**config.mk**
```make
export PLATFORM = sky130hd
export DESIGN_NAME = pipe_hazard_ctrl_flat
export DESIGN_NICKNAME = d
export VERILOG_FILES = /design/src/rtl/pipe_hazard_ctrl_pkg.sv /design/src/rtl/pipe_hazard_ctrl_if.sv /design/src/rtl/pipe_hazard_ctrl_sat_counter.sv /design/src/rtl/pipe_hazard_ctrl.sv /design/src/flat_wrapper.sv
export SDC_FILE = /design/constraint.sdc
export NUM_CORES = 1
export LEC_CHECK = 0
export ABC_AREA = 1
export CAP_MARGIN = 30
export CELL_PAD_IN_SITES_DETAIL_PLACEMENT = 1
export CELL_PAD_IN_SITES_GLOBAL_PLACEMENT = 1
export CORE_MARGIN = 5
export CORE_UTILIZATION = 36
export CTS_BUF_LIST = sky130_fd_sc_hd__clkbuf_4
export CTS_CLUSTER_DIAMETER = 120
export DETAILED_ROUTE_END_ITERATION = 16
export PLACE_DENSITY = 0.9
export SETUP_SLACK_MARGIN = 0.1
export SLEW_MARGIN = 20
export SYNTH_ARGS = -nofsm -noshare
export SYNTH_HDL_FRONTEND = slang
export SYNTH_SLANG_ARGS = --single-unit
```
**constraint.sdc**
```tcl
create_clock -name clk -period 3 [get_ports clk]
set_input_delay 0.6 -clock clk [delete_from_list [all_inputs] [get_ports clk]]
set_output_delay 0.6 -clock clk [all_outputs]
set_load 0.03 [all_outputs]
```
**src/rtl/pipe_hazard_ctrl_pkg.sv**
```systemverilog
// rtl/pipe_hazard_ctrl_pkg.sv - shared constants and types for the pipeline hazard controller
package pipe_hazard_ctrl_pkg;

  localparam logic [5:0] STALL_NONE    = 6'b000000;
  localparam logic [5:0] STALL_LOADUSE = 6'b000111;
  localparam logic [5:0] STALL_EX      = 6'b001111;

  localparam int STG_PC  = 0;
  localparam int STG_IF  = 1;
  localparam int STG_ID  = 2;
  localparam int STG_EX  = 3;
  localparam int STG_MEM = 4;
  localparam int STG_WB  = 5;

  typedef enum logic {
    ST_IDLE  = 1'b0,
    ST_MULTI = 1'b1
  } state_e;

endpackage

```
**src/rtl/pipe_hazard_ctrl_if.sv**
```systemverilog
// rtl/pipe_hazard_ctrl_if.sv - hazard/stall signal bundle between pipeline and controller
interface pipe_hazard_ctrl_if #(
  parameter int CNT_W  = 6,
  parameter int PERF_W = 32
);
  logic              ex_is_load_i;
  logic [4:0]        ex_wd_i;
  logic              id_reg1_read_i;
  logic [4:0]        id_reg1_addr_i;
  logic              id_reg2_read_i;
  logic [4:0]        id_reg2_addr_i;
  logic              ex_multi_start_i;
  logic [CNT_W-1:0]  ex_multi_cycles_i;
  logic              flush_req_i;
  logic [5:0]        stall_o;
  logic              flush_o;
  logic              ex_done_o;
  logic              busy_o;
  logic [PERF_W-1:0] stall_cnt_o;

  modport master (
    output ex_is_load_i, ex_wd_i, id_reg1_read_i, id_reg1_addr_i,
           id_reg2_read_i, id_reg2_addr_i, ex_multi_start_i,
           ex_multi_cycles_i, flush_req_i,
    input  stall_o, flush_o, ex_done_o, busy_o, stall_cnt_o
  );

  modport slave (
    input  ex_is_load_i, ex_wd_i, id_reg1_read_i, id_reg1_addr_i,
           id_reg2_read_i, id_reg2_addr_i, ex_multi_start_i,
           ex_multi_cycles_i, flush_req_i,
    output stall_o, flush_o, ex_done_o, busy_o, stall_cnt_o
  );
endinterface

```
**src/rtl/pipe_hazard_ctrl_sat_counter.sv**
```systemverilog
// rtl/pipe_hazard_ctrl_sat_counter.sv - W-bit saturating incrementer with enable
module sat_counter #(
  parameter int W = 32
) (
  input  logic         clk,
  input  logic         rst_n,
  input  logic         en_i,
  output logic [W-1:0] cnt_o
);

  logic [W-1:0] cnt_q, cnt_d;

  always_comb begin
    cnt_d = cnt_q;
    if (en_i && !(&cnt_q)) begin
      cnt_d = cnt_q + W'(1);
    end
  end

  always_ff @(posedge clk or negedge rst_n) begin
    if (!rst_n) begin
      cnt_q <= '0;
    end else begin
      cnt_q <= cnt_d;
    end
  end

  assign cnt_o = cnt_q;

endmodule

```
**src/rtl/pipe_hazard_ctrl.sv**
```systemverilog
// rtl/pipe_hazard_ctrl.sv - load-use detection, multi-cycle EX sequencing and flush control
module pipe_hazard_ctrl
  import pipe_hazard_ctrl_pkg::*;
#(
  parameter int CNT_W      = 6,
  parameter int MAX_CYCLES = 34,
  parameter int PERF_W     = 32
) (
  input  logic            clk,
  input  logic            rst_n,
  pipe_hazard_ctrl_if.slave hz
);

  state_e           state_q, state_d;
  logic [CNT_W-1:0] cnt_q, cnt_d;
  logic [CNT_W-1:0] n_clamped;
  logic             load_use;
  logic [5:0]       stall_d;
  logic             flush_d;
  logic             done_d;
  logic [5:0]       stall_out;

  always_comb begin
    load_use = hz.ex_is_load_i && (hz.ex_wd_i != 5'd0) &&
               ((hz.id_reg1_read_i && (hz.id_reg1_addr_i == hz.ex_wd_i)) ||
                (hz.id_reg2_read_i && (hz.id_reg2_addr_i == hz.ex_wd_i)));

    n_clamped = (hz.ex_multi_cycles_i > CNT_W'(MAX_CYCLES)) ? CNT_W'(MAX_CYCLES)
                                                           : hz.ex_multi_cycles_i;
  end

  // An op of N cycles stalls for N-1 cycles counting the start cycle; done rides the last one.
  always_comb begin
    state_d = state_q;
    cnt_d   = cnt_q;
    stall_d = STALL_NONE;
    flush_d = 1'b0;
    done_d  = 1'b0;

    if (hz.flush_req_i) begin
      flush_d = 1'b1;
      state_d = ST_IDLE;
      cnt_d   = '0;
    end else if (state_q == ST_MULTI) begin
      stall_d = STALL_EX;
      if (cnt_q == '0) begin
        done_d  = 1'b1;
        state_d = ST_IDLE;
      end else begin
        cnt_d = cnt_q - CNT_W'(1);
      end
    end else begin
      if (load_use) begin
        stall_d = STALL_LOADUSE;
      end
      if (hz.ex_multi_start_i) begin
        if (n_clamped <= CNT_W'(1)) begin
          done_d = 1'b1;
        end else begin
          stall_d = STALL_EX;
          if (n_clamped == CNT_W'(2)) begin
            done_d = 1'b1;
          end else begin
            state_d = ST_MULTI;
            cnt_d   = n_clamped - CNT_W'(3);
          end
        end
      end
    end
  end

  always_ff @(posedge clk or negedge rst_n) begin
    if (!rst_n) begin
      state_q <= ST_IDLE;
      cnt_q   <= '0;
    end else begin
      state_q <= state_d;
      cnt_q   <= cnt_d;
    end
  end

  // Outputs are same-cycle decisions, so they are gated directly by reset.
  assign stall_out    = rst_n ? stall_d : STALL_NONE;
  assign hz.stall_o   = stall_out;
  assign hz.flush_o   = rst_n & flush_d;
  assign hz.ex_done_o = rst_n & done_d;
  assign hz.busy_o    = rst_n & (state_q == ST_MULTI);

  sat_counter #(
    .W (PERF_W)
  ) u_stall_cnt (
    .clk   (clk),
    .rst_n (rst_n),
    .en_i  (|stall_out),
    .cnt_o (hz.stall_cnt_o)
  );

endmodule

```
**src/flat_wrapper.sv**
```systemverilog
// flat-port wrapper written by rule: the top's interface ports become plain ports
module pipe_hazard_ctrl_flat import pipe_hazard_ctrl_pkg::*;
#(
  parameter int CNT_W      = 6,
  parameter int MAX_CYCLES = 34,
  parameter int PERF_W     = 32
)
  (clk, rst_n, hz_ex_is_load_i, hz_ex_wd_i, hz_id_reg1_read_i, hz_id_reg1_addr_i, hz_id_reg2_read_i, hz_id_reg2_addr_i, hz_ex_multi_start_i, hz_ex_multi_cycles_i, hz_flush_req_i, hz_stall_o, hz_flush_o, hz_ex_done_o, hz_busy_o, hz_stall_cnt_o);
  pipe_hazard_ctrl_if #(.CNT_W(CNT_W), .PERF_W(PERF_W)) hz_i ();
  input  logic clk;
  input  logic rst_n;
  input wire logic [$bits(hz_i.ex_is_load_i)-1:0] hz_ex_is_load_i;
  input wire logic [$bits(hz_i.ex_wd_i)-1:0] hz_ex_wd_i;
  input wire logic [$bits(hz_i.id_reg1_read_i)-1:0] hz_id_reg1_read_i;
  input wire logic [$bits(hz_i.id_reg1_addr_i)-1:0] hz_id_reg1_addr_i;
  input wire logic [$bits(hz_i.id_reg2_read_i)-1:0] hz_id_reg2_read_i;
  input wire logic [$bits(hz_i.id_reg2_addr_i)-1:0] hz_id_reg2_addr_i;
  input wire logic [$bits(hz_i.ex_multi_start_i)-1:0] hz_ex_multi_start_i;
  input wire logic [$bits(hz_i.ex_multi_cycles_i)-1:0] hz_ex_multi_cycles_i;
  input wire logic [$bits(hz_i.flush_req_i)-1:0] hz_flush_req_i;
  output wire logic [$bits(hz_i.stall_o)-1:0] hz_stall_o;
  output wire logic [$bits(hz_i.flush_o)-1:0] hz_flush_o;
  output wire logic [$bits(hz_i.ex_done_o)-1:0] hz_ex_done_o;
  output wire logic [$bits(hz_i.busy_o)-1:0] hz_busy_o;
  output wire logic [$bits(hz_i.stall_cnt_o)-1:0] hz_stall_cnt_o;
  assign hz_i.ex_is_load_i = hz_ex_is_load_i;
  assign hz_i.ex_wd_i = hz_ex_wd_i;
  assign hz_i.id_reg1_read_i = hz_id_reg1_read_i;
  assign hz_i.id_reg1_addr_i = hz_id_reg1_addr_i;
  assign hz_i.id_reg2_read_i = hz_id_reg2_read_i;
  assign hz_i.id_reg2_addr_i = hz_id_reg2_addr_i;
  assign hz_i.ex_multi_start_i = hz_ex_multi_start_i;
  assign hz_i.ex_multi_cycles_i = hz_ex_multi_cycles_i;
  assign hz_i.flush_req_i = hz_flush_req_i;
  assign hz_stall_o = hz_i.stall_o;
  assign hz_flush_o = hz_i.flush_o;
  assign hz_ex_done_o = hz_i.ex_done_o;
  assign hz_busy_o = hz_i.busy_o;
  assign hz_stall_cnt_o = hz_i.stall_cnt_o;
  pipe_hazard_ctrl #(.CNT_W(CNT_W), .MAX_CYCLES(MAX_CYCLES), .PERF_W(PERF_W)) u_core (.clk(clk), .rst_n(rst_n), .hz(hz_i));
endmodule
```
==> out/metrics.csv <==
stage,metric,value,unit
setup_path,Critical Path End Type,output port,
final_layout,Antenna Cells,0,
setup_path,largest fanout of any net on the critical path,3,
global_routing,Tot GR Track Use,21.1,%
drt,remaining antenna violation count,0,
timing,Final Hold Slack,0.335,ns
clock_network,CTS root buffer,sky130_fd_sc_hd__clkbuf_4,
outcome,outcome,"finished, final reports clean",
power,worst vdd ir,270,µV
clock_network,CTS Sinks,39,
synthesis,ys flop type,sky130_fd_sc_hd__dfrtp_1,
clock_network,clock network latency to the later pin of the worst-skew pair,0.37,ns
drt,Pre-antenna DRT Iters,6,
floorplan,effective utilization at floorplan,37.4,%
power,total power density per cell area,353,nW/µm²
timing,maximum clock rate,349,MHz
power,Clk network pwr share,26.5,%
floorplan,vertical die dimension,103,µm
floorplan,area of the die,10600,µm²
final_layout,fraction of layout cells with a size suffix above 1,10.9,%
placement,routability-driven placement congestion ratio,0.891,
clock_network,htree depth,2,
drt,DRC violation total after the first TritonRoute iteration,163,
final_layout,"Net count, final",623,
timing,pins over their slew limit,0,
synthesis,flip-flop and latch count after synthesis,39,
synthesis,top cells by area in the synthesized netlist,"sky130_fd_sc_hd__dfrtp_1 (31%), sky130_fd_sc_hd__nand2_1 (27%), sky130_fd_sc_hd__nor2_1 (8.5%)",
placement,Post-DP HPWL,8430,µm
synthesis,Synth top cells by count,"sky130_fd_sc_hd__nand2_1 (220), sky130_fd_sc_hd__nor2_1 (70), sky130_fd_sc_hd__nand3_1 (45), sky130_fd_sc_hd__inv_1 (42), sky130_fd_sc_hd__dfrtp_1 (39)",
power,Combinational Power Share,30.7,%
synthesis,number of synthesized flops with an enable pin,0,
timing,worst rel slew slack,64.8,%
synthesis,mean area per synthesized cell,6.15,µm²
power,Sw Ratio,36.5,%
floorplan,core box area,8300,µm²
global_routing,initial antenna violation count,0,
clock_network,clock transition at the register clock pins on the worst setup and hold paths after CTS,0.14,ns
drt,Total Routed Length,11000,µm
final_layout,count of fill cells added during filler insertion,1131,
global_routing,number of global-route vias before repair,3702,
setup_path,launching element type of the critical path,input pin,
synthesis,Synth area leader,sky130_fd_sc_hd__dfrtp_1,
floorplan,I/O pin total,69,
setup_path,arrival time at the worst endpoint,2.27,ns
floorplan,die width,103,µm
synthesis,sequential area share after synthesis,31.5,%
synthesis,Synth warnings,0,
timing,"Hold Violations, Final",0,
timing,post-route minimum period,2.87,ns
drt,DRC violations left,0,
placement,number of port buffers,66,
setup_path,"Data required, critical path",2.40,ns
synthesis,netlist area before placement,3100,µm²
setup_path,WS Path Type,input pin to output port,
global_routing,leftover overflow at the end of global routing,0,
timing,Final Skew,0.0219,ns
synthesis,"count leader, synth",sky130_fd_sc_hd__nand2_1,
power,switching power summed over all nets,523,µW
synthesis,Post-Synthesis Cells,504,
placement,number of cells in the design after placement,681,
global_routing,maximum number of pins on one net before global-route repair,40,
timing,slew at the pin closest to its max-slew limit,0.521,ns
timing,post-route clock period utilization,95.6,%
power,share of power burned in registers,42.8,%
clock_network,CTS max path bufs,2,
clock_network,CTS tree,yes,
final_layout,final cell count without fillers,694,
job,Max Cap Violations,0,
power,cell leakage power,0.00205,µW
floorplan,row cnt,33,
drt,total vias in the final route,3590,
timing,Final setup violation count,0,
worst_hold_path,Hold Path Class,input pin to asynchronous set/reset pin,
power,Internal Power,910,µW
synthesis,fraction of synthesized cell area taken by the top area cell type,31.5,%
synthesis,distinct cell type count of the synthesized netlist,27,
global_routing,global-route wire length before repair,17800,µm
synthesis,share of async-settable or async-resettable flops after synthesis,100,%
final_layout,Syn-to-layout area delta,30.9,%
drt,detail-routed net length per standard cell,15.8,µm
drt,Via-to-Cell Ratio,5.17,
clock_network,number of buffers created by CTS,5,
==> registers in the layout, summed over array words and instances (netlist names) <==
| name | cells |
|---|---|
| u_core.u_stall_cnt.cnt_o | 32 |
| u_core.cnt_q | 6 |
| u_core.state_q | 1 |
==> worst max-delay path, cell delays in order <==
cell and delay [ns]:
sky130_fd_sc_hd__dlygate4sd2_1 0.26, sky130_fd_sc_hd__nor2_2 0.15, sky130_fd_sc_hd__nand2_1 0.09, sky130_fd_sc_hd__nand2_2 0.09
sky130_fd_sc_hd__inv_1 0.06, sky130_fd_sc_hd__nor2_2 0.14, sky130_fd_sc_hd__ha_1 0.18, sky130_fd_sc_hd__o211ai_1 0.14
sky130_fd_sc_hd__buf_4 0.16, sky130_fd_sc_hd__nand2_1 0.05, sky130_fd_sc_hd__a31oi_1 0.06, sky130_fd_sc_hd__nor2_1 0.10
sky130_fd_sc_hd__clkbuf_4 0.19
==> per-stage QoR <==
step	worst slack (ns)	cell area (µm²)	TNS, ns	total power (µW)	utilization (%)
6_report	0.132	4060	0	1430	48.9
2_1_floorplan	0.193	3110	0	865	-
4_1_cts	0.104	4030	0	1440	48.6
5_1_grt	-0.0670	4060	-0.315	1520	48.9
3_3_place_gp	-0.416	3930	-2.26	1030	47.3
3_5_place_dp	-0.548	3930	-7.24	1060	47.3
==> power by group through the flow <==
stage | clock network, µW | registers (µW) | logic, µW
6_report | 380 | 614 | 440
5_1_grt | 418 | 619 | 483
4_1_cts | 395 | 613 | 436
3_5_place_dp | 0 | 623 | 433
3_3_place_gp | 0 | 618 | 411
2_1_floorplan | 0 | 658 | 207
==> worst paths after layout <==
kind / cells after the start / endpoint / from / slack, ns
worst max-delay path: 13 / hz_ex_done_o / hz_ex_multi_cycles_i[3] / 0.13
worst min-delay path: 2 / u_core.cnt_q[5] / rst_n / 0.33
worst max register to register: 7 / u_core.u_stall_cnt.cnt_o[25] / u_core.u_stall_cnt.cnt_o[0] / 0.86
worst min register to register: 2 / u_core.u_stall_cnt.cnt_o[1] / u_core.u_stall_cnt.cnt_o[1] / 0.55
max in group asynchronous: 2 / u_core.u_stall_cnt.cnt_o[26] / rst_n / 2.29
min in group clk: 2 / u_core.u_stall_cnt.cnt_o[1] / u_core.u_stall_cnt.cnt_o[1] / 0.55
==> area by class of cell <==
class	instances	area (µm²)	share of cell area, %
repair buffers	90	815	20.1
well taps	105	131	3.24
clock buffers	5	37.5	0.925
clock inverters	3	43.8	1.08
flip-flops and latches	39	976	24.0
multi-input cells	407	1890	46.5
inverters	45	169	4.16
==> layer usage <==
metal | GRT usage (%) | wire length [µm] | vias up
met5 | 0 | 0 | -
met4 | 4.88 | 205 | 0
met3 | 3.18 | 384 | 21
met2 | 38.8 | 5780 | 78
met1 | 25.8 | 4590 | 1757
li1 | - | - | 1734
==> what timing repair did <==
item	CTS	global route
buffers inserted	2	3
setup endpoints to repair	5	5
pin swaps	3	7
hold buffers	0	0
resized for setup	20	11
==> cells by family after synthesis <==
kind of cell / Yosys count / share of synthesized area (%)
and+or+nand+nor: 363 / 49.2
buffers and inverters: 59 / 8.60
other: 1 / 0.121
AOI/OAI and AO/OA: 19 / 3.31
DFF: 39 / 31.5
adders and majority gates: 7 / 2.82
xor gates and xnor gates: 16 / 4.52
==> placed cells by master (no fill, tap or decap), drive strengths merged, types with 4 or more instances in the layout <==
cell	n
inv	45
nand3b	15
ha	7
xor2	11
nand2	221
xnor2	5
dfrtp	39
clkbuf	8
a21oi	4
clkdlybuf4s50	54
o21ai	12
nand3	46
buf	29
nand4	5
nor2	74
(Power assumes the default switching activity.)
